--- src/rtl/game_countdown_timer_if.sv ---
// Signal bundle between the game FSM (master) and the countdown timer (slave).
// state_dbg exposes the timer FSM encoding for observation.
interface game_countdown_timer_if;
  // Control: start_timer and abort_in are single-cycle pulses. pause_in is a level
  // that is sampled on every clock edge. All timer outputs are registered levels.
  logic       start_timer;
  logic       pause_in;
  logic       abort_in;
  logic       timer_done;
  logic       running;
  logic [6:0] seconds_left;
  logic [3:0] bcd_tens;
  logic [3:0] bcd_ones;
  logic       warn;
  logic [1:0] state_dbg;

  modport master (
    output start_timer, pause_in, abort_in,
    input  timer_done, running, seconds_left, bcd_tens, bcd_ones, warn, state_dbg
  );

  modport slave (
    input  start_timer, pause_in, abort_in,
    output timer_done, running, seconds_left, bcd_tens, bcd_ones, warn, state_dbg
  );
endinterface

--- src/rtl/game_countdown_timer.sv ---
// Game countdown timer with binary and incremental 2-digit BCD remaining time.
// Optional low-time warning flag enabled by defining TIMER_WARN_EN.
module game_countdown_timer #(
  parameter int CLK_HZ     = 74_250_000,
  parameter int DURATION_S = 60,
  parameter int WARN_S     = 10
) (
  input  logic                  clk_in,
  input  logic                  rst_in,
  game_countdown_timer_if.slave tmr
);

  if (DURATION_S < 1 || DURATION_S > 99) begin : g_bad_duration
    $error("game_countdown_timer: DURATION_S must be in 1..99");
  end
  if (WARN_S < 0 || WARN_S > 99) begin : g_bad_warn
    $error("game_countdown_timer: WARN_S must be in 0..99");
  end

  localparam int          PW     = (CLK_HZ > 1) ? $clog2(CLK_HZ) : 1;
  localparam logic [PW-1:0] PRE_TC = PW'(CLK_HZ - 1);
  localparam logic [6:0]  DUR_V  = 7'(DURATION_S);
  localparam logic [3:0]  TENS_V = 4'(DURATION_S / 10);
  localparam logic [3:0]  ONES_V = 4'(DURATION_S % 10);

  typedef enum logic [1:0] {
    S_IDLE    = 2'd0,
    S_RUNNING = 2'd1,
    S_PAUSED  = 2'd2,
    S_EXPIRED = 2'd3
  } state_t;

  state_t        state;
  logic [1:0]    rst_sync;
  logic          rst_n;
  logic [PW-1:0] prescaler;
  logic [6:0]    seconds_left;
  logic [3:0]    bcd_tens;
  logic [3:0]    bcd_ones;
  logic          timer_done;
  logic          running;
  logic          live;
  logic          tick;
  logic [6:0]    sec_m1;

  // Reset asserts immediately but releases only after two clean clock edges.
  always_ff @(posedge clk_in or negedge rst_in) begin
    if (!rst_in) rst_sync <= 2'b00;
    else         rst_sync <= {rst_sync[0], 1'b1};
  end
  assign rst_n = rst_sync[1];

  assign live   = (state == S_RUNNING) || (state == S_PAUSED);
  assign tick   = (prescaler == PRE_TC);
  assign sec_m1 = seconds_left - 7'd1;

  always_ff @(posedge clk_in or negedge rst_n) begin
    if (!rst_n) begin
      state        <= S_IDLE;
      prescaler    <= '0;
      seconds_left <= '0;
      bcd_tens     <= '0;
      bcd_ones     <= '0;
      timer_done   <= 1'b0;
      running      <= 1'b0;
    end else if (tmr.abort_in) begin
      state        <= S_IDLE;
      prescaler    <= '0;
      seconds_left <= '0;
      bcd_tens     <= '0;
      bcd_ones     <= '0;
      timer_done   <= 1'b0;
      running      <= 1'b0;
    end else if (tmr.start_timer) begin
      state        <= S_RUNNING;
      prescaler    <= '0;
      seconds_left <= DUR_V;
      bcd_tens     <= TENS_V;
      bcd_ones     <= ONES_V;
      timer_done   <= 1'b0;
      running      <= 1'b1;
    end else if (live && tmr.pause_in) begin
      state   <= S_PAUSED;
      running <= 1'b0;
    end else if (live) begin
      // The resume edge also counts, so a pause costs exactly its own cycles.
      state   <= S_RUNNING;
      running <= 1'b1;
      if (tick) begin
        prescaler    <= '0;
        seconds_left <= sec_m1;
        if (bcd_ones == 4'd0) begin
          bcd_ones <= 4'd9;
          bcd_tens <= bcd_tens - 4'd1;
        end else begin
          bcd_ones <= bcd_ones - 4'd1;
        end
        if (seconds_left == 7'd1) begin
          state      <= S_EXPIRED;
          running    <= 1'b0;
          timer_done <= 1'b1;
        end
      end else begin
        prescaler <= prescaler + PW'(1);
      end
    end
  end

`ifdef TIMER_WARN_EN
  localparam logic [6:0] WARN_V = 7'(WARN_S);
  logic warn_q;

  // Follows the same branch priority as the FSM so it moves with seconds_left.
  always_ff @(posedge clk_in or negedge rst_n) begin
    if (!rst_n)                        warn_q <= 1'b0;
    else if (tmr.abort_in)             warn_q <= 1'b0;
    else if (tmr.start_timer)          warn_q <= (DUR_V <= WARN_V);
    else if (live && !tmr.pause_in)    warn_q <= tick ? ((seconds_left != 7'd1) && (sec_m1 <= WARN_V))
                                                      : ((seconds_left != 7'd0) && (seconds_left <= WARN_V));
    else if (!live)                    warn_q <= 1'b0;
  end
  assign tmr.warn = warn_q;
`else
  assign tmr.warn = 1'b0;
`endif

  assign tmr.timer_done   = timer_done;
  assign tmr.running      = running;
  assign tmr.seconds_left = seconds_left;
  assign tmr.bcd_tens     = bcd_tens;
  assign tmr.bcd_ones     = bcd_ones;
  assign tmr.state_dbg    = state;

endmodule

--- src/flat_wrapper.sv ---
// flat-port wrapper written by rule: the top's interface ports become plain ports
module game_countdown_timer_flat 
#(
  parameter int CLK_HZ     = 74_250_000,
  parameter int DURATION_S = 60,
  parameter int WARN_S     = 10
)
  (clk_in, rst_in, tmr_start_timer, tmr_pause_in, tmr_abort_in, tmr_timer_done, tmr_running, tmr_seconds_left, tmr_bcd_tens, tmr_bcd_ones, tmr_warn, tmr_state_dbg);
  game_countdown_timer_if tmr_i ();
  input  logic clk_in;
  input  logic rst_in;
  input wire logic [$bits(tmr_i.start_timer)-1:0] tmr_start_timer;
  input wire logic [$bits(tmr_i.pause_in)-1:0] tmr_pause_in;
  input wire logic [$bits(tmr_i.abort_in)-1:0] tmr_abort_in;
  output wire logic [$bits(tmr_i.timer_done)-1:0] tmr_timer_done;
  output wire logic [$bits(tmr_i.running)-1:0] tmr_running;
  output wire logic [$bits(tmr_i.seconds_left)-1:0] tmr_seconds_left;
  output wire logic [$bits(tmr_i.bcd_tens)-1:0] tmr_bcd_tens;
  output wire logic [$bits(tmr_i.bcd_ones)-1:0] tmr_bcd_ones;
  output wire logic [$bits(tmr_i.warn)-1:0] tmr_warn;
  output wire logic [$bits(tmr_i.state_dbg)-1:0] tmr_state_dbg;
  assign tmr_i.start_timer = tmr_start_timer;
  assign tmr_i.pause_in = tmr_pause_in;
  assign tmr_i.abort_in = tmr_abort_in;
  assign tmr_timer_done = tmr_i.timer_done;
  assign tmr_running = tmr_i.running;
  assign tmr_seconds_left = tmr_i.seconds_left;
  assign tmr_bcd_tens = tmr_i.bcd_tens;
  assign tmr_bcd_ones = tmr_i.bcd_ones;
  assign tmr_warn = tmr_i.warn;
  assign tmr_state_dbg = tmr_i.state_dbg;
  game_countdown_timer #(.CLK_HZ(CLK_HZ), .DURATION_S(DURATION_S), .WARN_S(WARN_S)) u_core (.clk_in(clk_in), .rst_in(rst_in), .tmr(tmr_i));
endmodule
--- config.mk ---
export PLATFORM = sky130hd
export DESIGN_NAME = game_countdown_timer_flat
export DESIGN_NICKNAME = d
export VERILOG_FILES = /design/src/rtl/game_countdown_timer_if.sv /design/src/rtl/game_countdown_timer.sv /design/src/flat_wrapper.sv
export SDC_FILE = /design/constraint.sdc
export NUM_CORES = 1
export LEC_CHECK = 0
export ABC_AREA = 1
export BUFFER_PORTS_ARGS = -buffer_cell sky130_fd_sc_hd__buf_2
export CORE_ASPECT_RATIO = 1.1
export CORE_MARGIN = 5
export CORE_UTILIZATION = 50
export DETAILED_ROUTE_END_ITERATION = 7
export GPL_TIMING_DRIVEN = 0
export PLACE_DENSITY = 0.67
export SYNTH_ARGS = -nofsm -noshare
export SYNTH_HDL_FRONTEND = slang
export SYNTH_SLANG_ARGS = --single-unit
--- constraint.sdc ---
create_clock -name clk_in -period 1.6 [get_ports clk_in]
set_input_delay 0.32 -clock clk_in [delete_from_list [all_inputs] [get_ports clk_in]]
set_output_delay 0.32 -clock clk_in [all_outputs]
set_load 0.05 [all_outputs]
==> metrics.txt, run 1 <==
initial drt markers 136; worst-path fanout max 7; Pwr Density just under 800 mW/mm^2; Final Non-Filler Cells 576; critical path class reg2reg; Hold Path Class reg2async; critical path, cell by cell nand2_2 -> nand3_2 -> nand2_4 -> clkinvlp_4 -> nor2_4 -> nand3_1 -> nor2_1 -> nor2_2; Post-route DRC 0; R2R Setup Slk between 0.015 and 0.02 ns; total number of vias roughly 3k; # port buffers 22; overall routing resource usage between 10% and 20%; cell area after synthesis ~0.0030 sq mm; Vias/cell 5.10; Worst-path clk slew approximately 0.090 ns; fin nets roughly 510; final setup vio count 0; CP top delay family simple AND/OR/NAND/NOR gates; initial core utilization between 50% and 60%; Core Box Area 0.00584 sq mm; global route overflow 0; clock skew a little under 0.009 ns; initial antenna violation count 0; first-pass GRT wire length 12300 um; Arr. time, crit path between 1.5 and 2 ns; endpoint class of the critical path flip-flop; clock sink total 48; setup slack after layout 0.0170 ns; RD Place Congestion 0.916; CTS Buffer Depth 2; floorplan row count 29; leakage roughly 1.9 nW; reg2reg end u_core.prescaler[13]$_DFFE_PN0P_; post-synthesis sequential area ratio roughly two fifths; DR WL/cell 13.4 um; total CTS buffers 5; syn_nets 449; Hold Fails Final Rpt 0; CTS tree built; most frequent cells in the layout nand2_1 (131), nor2_1 (52), dfrtp_1 (38), inv_1 (37), buf_4 (28); Skew-Pair Late Insertion Delay between 0.3 and 0.4 ns; diode count 0; reg2reg path depth 8; RSZ-0062 raised after global routing yes; Die W between 80 and 90 um; syn_area_per_cell roughly 7.0 sq um; die footprint between 0.007 and 0.008 sq mm; buffers plus inverters on the worst setup path 1; DP Worst Slack -0.104 ns; Min Clock Period, post-route 1.58 ns; Die Y ~92 um; WL final roughly 7700 um; max_cap viols 0; Yosys Warn Count 0; CP max stage delay around 0.43 ns; Peak Freq about 630 MHz; VDD IR-drop max 0.000445 V; worst hold slack 0.191 ns; Final Util 66.5%; startpoint types flip-flop; layout cells sized above 1 between 30% and 40%; Filler cells slightly above 500; status finished, final reports clean; final setup TNS 0 ns; pin count of the biggest net entering global routing 32; Worst EP required 1.80 ns; Critical-path top delay cell dfrtp_2; H-tree depth 2; count of cell types in the netlist 29; worst r2r src u_core.tmr.state_dbg[1]$_DFFE_PN0P_; I/O pin count 25; commonest non-fill, non-tap cell in the layout nand2_1; fin crit share a little under 100%; Final Slew Violations 0; Yosys reg bits 48; Clock Root Buffer clkbuf_8; DP Cell Count about 540; synthesis-to-finish area growth 27.5%; vias in the first global route about 2.7k; Cells after Synth 438; ANT nets after route 0; drt pass-1 iters 4; post-DP HPWL roughly 5300 um
-- stage by stage --
stage | power (W) | cell area [sq um]
after floorplan | 0.00195 | 3050
after global placement | 0.00211 | 3260
after detailed placement | 0.00212 | 3280
after CTS | 0.00302 | 3450
after global routing | 0.00323 | 3880
final | 0.00307 | 3880
-- worst register-to-register path: stages (launching register included) --
cell and delay, ns:
dfrtp_2 0.43, nand2_2 0.10, nand3_2 0.12, nand2_4 0.16, clkinvlp_4 0.19, nor2_4 0.18, nand3_1 0.10, nor2_1 0.13
nor2_2 0.06
-- synthesized netlist by cell type, drive strengths merged --
master	count	share of area (%)
nand2	162	21
nor2	73	9.9
dfrtp	48	39
inv	45	5.5
nand3	22	3.8
o21ai	22	5.0
nand4	16	3.3
a21oi	8	1.3
buf	8	2.3
xor2	8	2.3
nor3	7	1.2
ha	6	2.5
clkinv	2	0.25
conb	2	0.25
nand3b	2	0.49
or2	2	0.41
a31oi	1	0.21
and2	1	0.21
clkbuf	1	0.12
o21bai	1	0.25
xnor2	1	0.29
-- how the worst max path moves through the flow --
stage | to | start | slack [ns] | cells after the start
final | u_core.prescaler[13]$_DFFE_PN0P_ | u_core.tmr.state_dbg[1]$_DFFE_PN0P_ | 0.02 | 8
after global routing | u_core.prescaler[18]$_DFFE_PN0P_ | u_core.prescaler[1]$_DFFE_PN0P_ | -0.10 | 11
after detailed placement | u_core.tmr.seconds_left[3]$_DFFE_PN0P_ | u_core.prescaler[1]$_DFFE_PN0P_ | -0.10 | 11
after floorplan | u_core.tmr.seconds_left[1]$_DFFE_PN0P_ | u_core.tmr.seconds_left[0]$_DFFE_PN0P_ | 0.02 | 4
after CTS | u_core.tmr.seconds_left[3]$_DFFE_PN0P_ | u_core.prescaler[0]$_DFFE_PN0P_ | 0.002 | 11
after global placement | u_core.tmr.bcd_ones[0]$_DFFE_PN0P_ | u_core.rst_sync[1]$_DFF_PN0_ | -0.58 | 0
-- sequential cells by signal, summed over array words and instances (netlist names) --
register	count
u_core.tmr.bcd_ones	4
u_core.tmr.state_dbg	2
u_core.tmr.seconds_left	7
u_core.rst_sync	2
u_core.tmr.running	1
u_core.tmr.timer_done	1
u_core.tmr.bcd_tens	4
u_core.prescaler	27
-- report_power, final --
group / leakage, nW / internal, W / switching (W)
logic: 1.17 / 0.000259 / 0.000557
registers: 0.634 / 0.00128 / 0.0000865
clock network: 0.0552 / 0.000465 / 0.000422
total: 1.86 / 0.00200 / 0.00106
-- layer usage --
metal,track usage [%],share of wire (%),vias to the layer above
met5,0,0,-
met4,5.15,1.5,0
met3,2.96,3.8,12
met2,35.5,51,59
met1,23.3,43,1381
li1,-,-,1486
-- layout make-up --
class,count,area [sq um],area share [%]
plain buffers,9,100,2.58
clock buffers,6,72.6,1.87
clock inverters,2,35.0,0.902
inverters,47,180,4.64
multi-input cells,334,1800,46.4
flip-flops and latches,48,1210,31.2
well taps,77,96.3,2.48
repair buffers,53,383,9.86
-- repair_timing --
item / in CTS / in global routing
endpoints found under the hold margin: 2 / 0
resized for setup: 6 / 79
pin swaps: 3 / 7
buffers inserted: 5 / 23
endpoints found under the setup margin: 35 / 43
hold buffers: 1 / 0
cloned: 0 / 1
-- cell families (layout without fill, tap and decap cells) --
logic type,after synthesis,count (layout),share of synthesized area [%]
flip-flops,48,48,39.4
adder cells (fa/ha/maj),6,6,2.47
buffers and inverters,56,117,8.22
XOR/XNOR,9,9,2.59
AND/OR/NAND/NOR,285,285,40.3
other,2,2,0.247
AO/OA/AOI/OAI,32,32,6.74
Power figures use the tool's default switching activity.
==> run 2, diff against run 1 <==
--- a/config.mk
+++ b/config.mk
@@ -5,12 +5,12 @@
 export SDC_FILE = /design/constraint.sdc
 export NUM_CORES = 1
 export LEC_CHECK = 0
-export ABC_AREA = 1
 export BUFFER_PORTS_ARGS = -buffer_cell sky130_fd_sc_hd__buf_2
 export CORE_ASPECT_RATIO = 1.1
 export CORE_MARGIN = 5
 export CORE_UTILIZATION = 50
 export DETAILED_ROUTE_END_ITERATION = 7
+export GPL_ROUTABILITY_DRIVEN = 0
 export GPL_TIMING_DRIVEN = 0
 export PLACE_DENSITY = 0.67
 export SYNTH_ARGS = -nofsm -noshare
==> metrics.txt, run 2 <==
Synth Area in XOR/XNOR roughly 6.7%; Peak Freq a little over 400 MHz; synthesis-to-finish area growth 26.1%; Crit. path cell count 6; # port buffers 22; Hold Fails Final Rpt 0; Pwr Density around 650 mW/mm^2; clock share of power between 30% and 40%; first-pass GRT wire length between 10000 and 15000 um; endpoint class of the critical path flip-flop; CP max stage delay ~0.54 ns; DR WL/cell 17.2 um; Worst-path clk slew around 0.09 ns; Yosys reg bits 48; critical path, cell by cell or4_1 -> or4_4 -> or4_4 -> o21ai_4 -> buf_6 -> nor2_1; max reg flops 27; simple-gate area share of the yosys netlist between 20 and 30%; syn_nets around 310; DP Cell Count 398; multi-input logic area around 0.0016 sq mm; status finished with violations; R2R Setup Slk -0.84 ns; critical path class reg2reg; Arr. time, crit path between 2 and 3 ns; Clock Root Buffer clkbuf_8; Filler cells 463; Final Non-Filler Cells 423; cell area after synthesis roughly 0.0027 sq mm; initial drt markers around 180; Core Box Area about 0.0054 sq mm; top-count cell post-synth dfrtp_1; Post-synth EDFFs 0; startpoint types flip-flop; Skew-Pair Late Insertion Delay between 0.3 and 0.4 ns; final setup vio count 44; H-tree depth 2; mux share of post-synthesis cell area 0.820%; clock skew 0.00743 ns; Internal 0.00165 W; post-DP HPWL roughly 4800 um; Slew HR about 31%; I/O pin count 25; Hold Path Class reg2async; WL final about 7300 um; reg2reg end u_core.prescaler[17]$_DFFE_PN0P_; VDD IR-drop max between 0.0005 and 0.0006 V; worst-path fanout max 10; count of cell types in the netlist 54; P_sw between 0.0006 and 0.0007 W; total CTS buffers 5; failing checks negative setup slack; setup slack after layout -0.845 ns; Die Y slightly below 90 um; leakage ~1.4 nW; largest family of logic cells by synthesized area simple AND/OR/NAND/NOR gates; buffers plus inverters on the worst setup path 1; layout cells sized above 1 between 20% and 30%; Yosys Warn Count 0; top cells by count, synth dfrtp_1 (48), nor2_1 (35), a21oi_1 (22), nand2_1 (18), nand4_1 (17); actual slew at the worst max-slew pin between 1 and 1.5 ns; Top Registers u_core.prescaler: 27 flops, u_core.tmr.seconds_left: 7 flops; Biggest register u_core.prescaler; Gate power share about a tenth; Compound-Gate Fraction of Synth Area approximately 13%; Crit path top cell by count or4_4; Yosys top cell by area dfrtp_1; worst hold slack around 0.16 ns; CTS Buffer Depth 2; Synth area leaders dfrtp_1 (44%), nor2_1 (4.8%), a21oi_1 (4.0%); max_cap viols 0; drt pass-1 iters 4; total number of vias 2496; worst r2r src u_core.prescaler[17]$_DFFE_PN0P_; FF+latch area 0.00121 sq mm; Min Clock Period, post-route approximately 2.4 ns; RSZ-0062 raised after global routing yes; post-synthesis sequential area ratio between 40% and 50%; Critical-path top delay cell or4_1; Post-synth top flop dfrtp_1; reg2reg path depth 6; fin nets ~360; Sw Share between 20% and 30%; post-synth top area share around 44%; critical path endpoint u_core.prescaler[17]$_DFFE_PN0P_; asr flop ratio synth 100%; overall routing resource usage 22.3%; initial core utilization 51.2%; Final Slew Violations 0; Adder-Cell Fraction of Synth Area 2.73%; die footprint 0.00708 sq mm; clock sink total 48; Post-route DRC 0; syn_area_per_cell between 9 and 10 sq um; CP top delay family simple AND/OR/NAND/NOR gates; commonest non-fill, non-tap cell in the layout dfrtp_1; Die W slightly above 80 um; diode count 0; initial antenna violation count 0; CP Launch Point u_core.prescaler[17]$_DFFE_PN0P_; most frequent cells in the layout dfrtp_1 (42), nor2_1 (33), buf_2 (23), nand2_1 (18), nand4_1 (17); global route overflow 0; Vias/cell between 5 and 6; fin crit share 153%; CTS tree built; Cells after Synth 300; Sequential Power Share a little under three fifths; floorplan row count 28; vias in the first global route roughly 2.4k; Worst EP required between 1.5 and 2 ns; pin count of the biggest net entering global routing 35; ANT nets after route 0
## run 2: power by group through the flow
stage          logic [W]  registers (W)  clock network [W]
5_1_grt         0.000260        0.00126           0.000841
3_3_place_gp    0.000197        0.00129                  0
6_report        0.000241        0.00126           0.000764
2_1_floorplan  0.0000960        0.00134                  0
4_1_cts         0.000233        0.00126           0.000775
3_5_place_dp    0.000222        0.00128                  0
## run 2: how the worst min path moves through the flow
stage,start,to,slack [ns],depth (start not counted)
floorplan,rst_in,u_core.rst_sync[0]$_DFF_PN0_,0.02,0
global placement,rst_in,u_core.rst_sync[1]$_DFF_PN0_,0.10,1
detailed placement,rst_in,u_core.rst_sync[0]$_DFF_PN0_,0.11,1
CTS,u_core.rst_sync[1]$_DFF_PN0_,u_core.tmr.seconds_left[3]$_DFFE_PN0P_,0.16,0
global route,u_core.rst_sync[1]$_DFF_PN0_,u_core.tmr.seconds_left[6]$_DFFE_PN0P_,0.19,0
finish,u_core.rst_sync[1]$_DFF_PN0_,u_core.tmr.seconds_left[6]$_DFFE_PN0P_,0.16,0
## run 2: area by class of cell
class                      instances  area share [%]
clock inverter                     1           0.217
buffer                            10            1.66
tap                               75            2.71
sequential                        48            34.9
multi-input combinational        226            47.4
inverter                          13            1.41
timing repair buffer              43            9.18
clock buffer                       7            2.49
## run 2: what timing repair did
item,CTS,global route
gates cloned,0,0
gates resized for setup,34,15
setup endpoints to repair,45,44
pin swaps,21,13
hold endpoints to repair,2,0
setup buffers,15,6
hold buffers,1,0
## run 2: worst reg2reg max path: stages (launching register included)
cell,delay (ns)
dfrtp_1,0.43
or4_1,0.54
or4_4,0.45
or4_4,0.48
o21ai_4,0.22
buf_6,0.17
nor2_1,0.05
## run 2: logic make-up (layout without fill, tap and decap cells)
group,count (synthesis),count (layout)
compound gates,54,54
xor+xnor,21,21
other cells,2,2
buf+inv,26,74
mux,2,2
simple gates,141,141
flops,48,48
fa+ha+maj,6,6
## run 2: per-stage QoR
stage / TNS (ns) / instance area, sq um / utilization, % / setup slack [ns] / total power (W)
after global routing: -35.03 / 3460 / 64.6 / -0.908 / 0.00236
after floorplan: -26.13 / 2810 / - / -0.717 / 0.00143
final: -32.21 / 3460 / 64.6 / -0.845 / 0.00226
after CTS: -31.87 / 3390 / 63.2 / -0.835 / 0.00226
after detailed placement: -37.99 / 3040 / 56.7 / -1.06 / 0.00150
after global placement: -56.71 / 3020 / 56.3 / -1.12 / 0.00149
## run 2: routing by layer
metal	track usage [%]	vias up	routed length, um
met1	28.5	1218	3130
met3	3.60	13	299
met2	38.0	72	3660
li1	-	1193	-
met4	8.45	0	174
met5	0	-	0
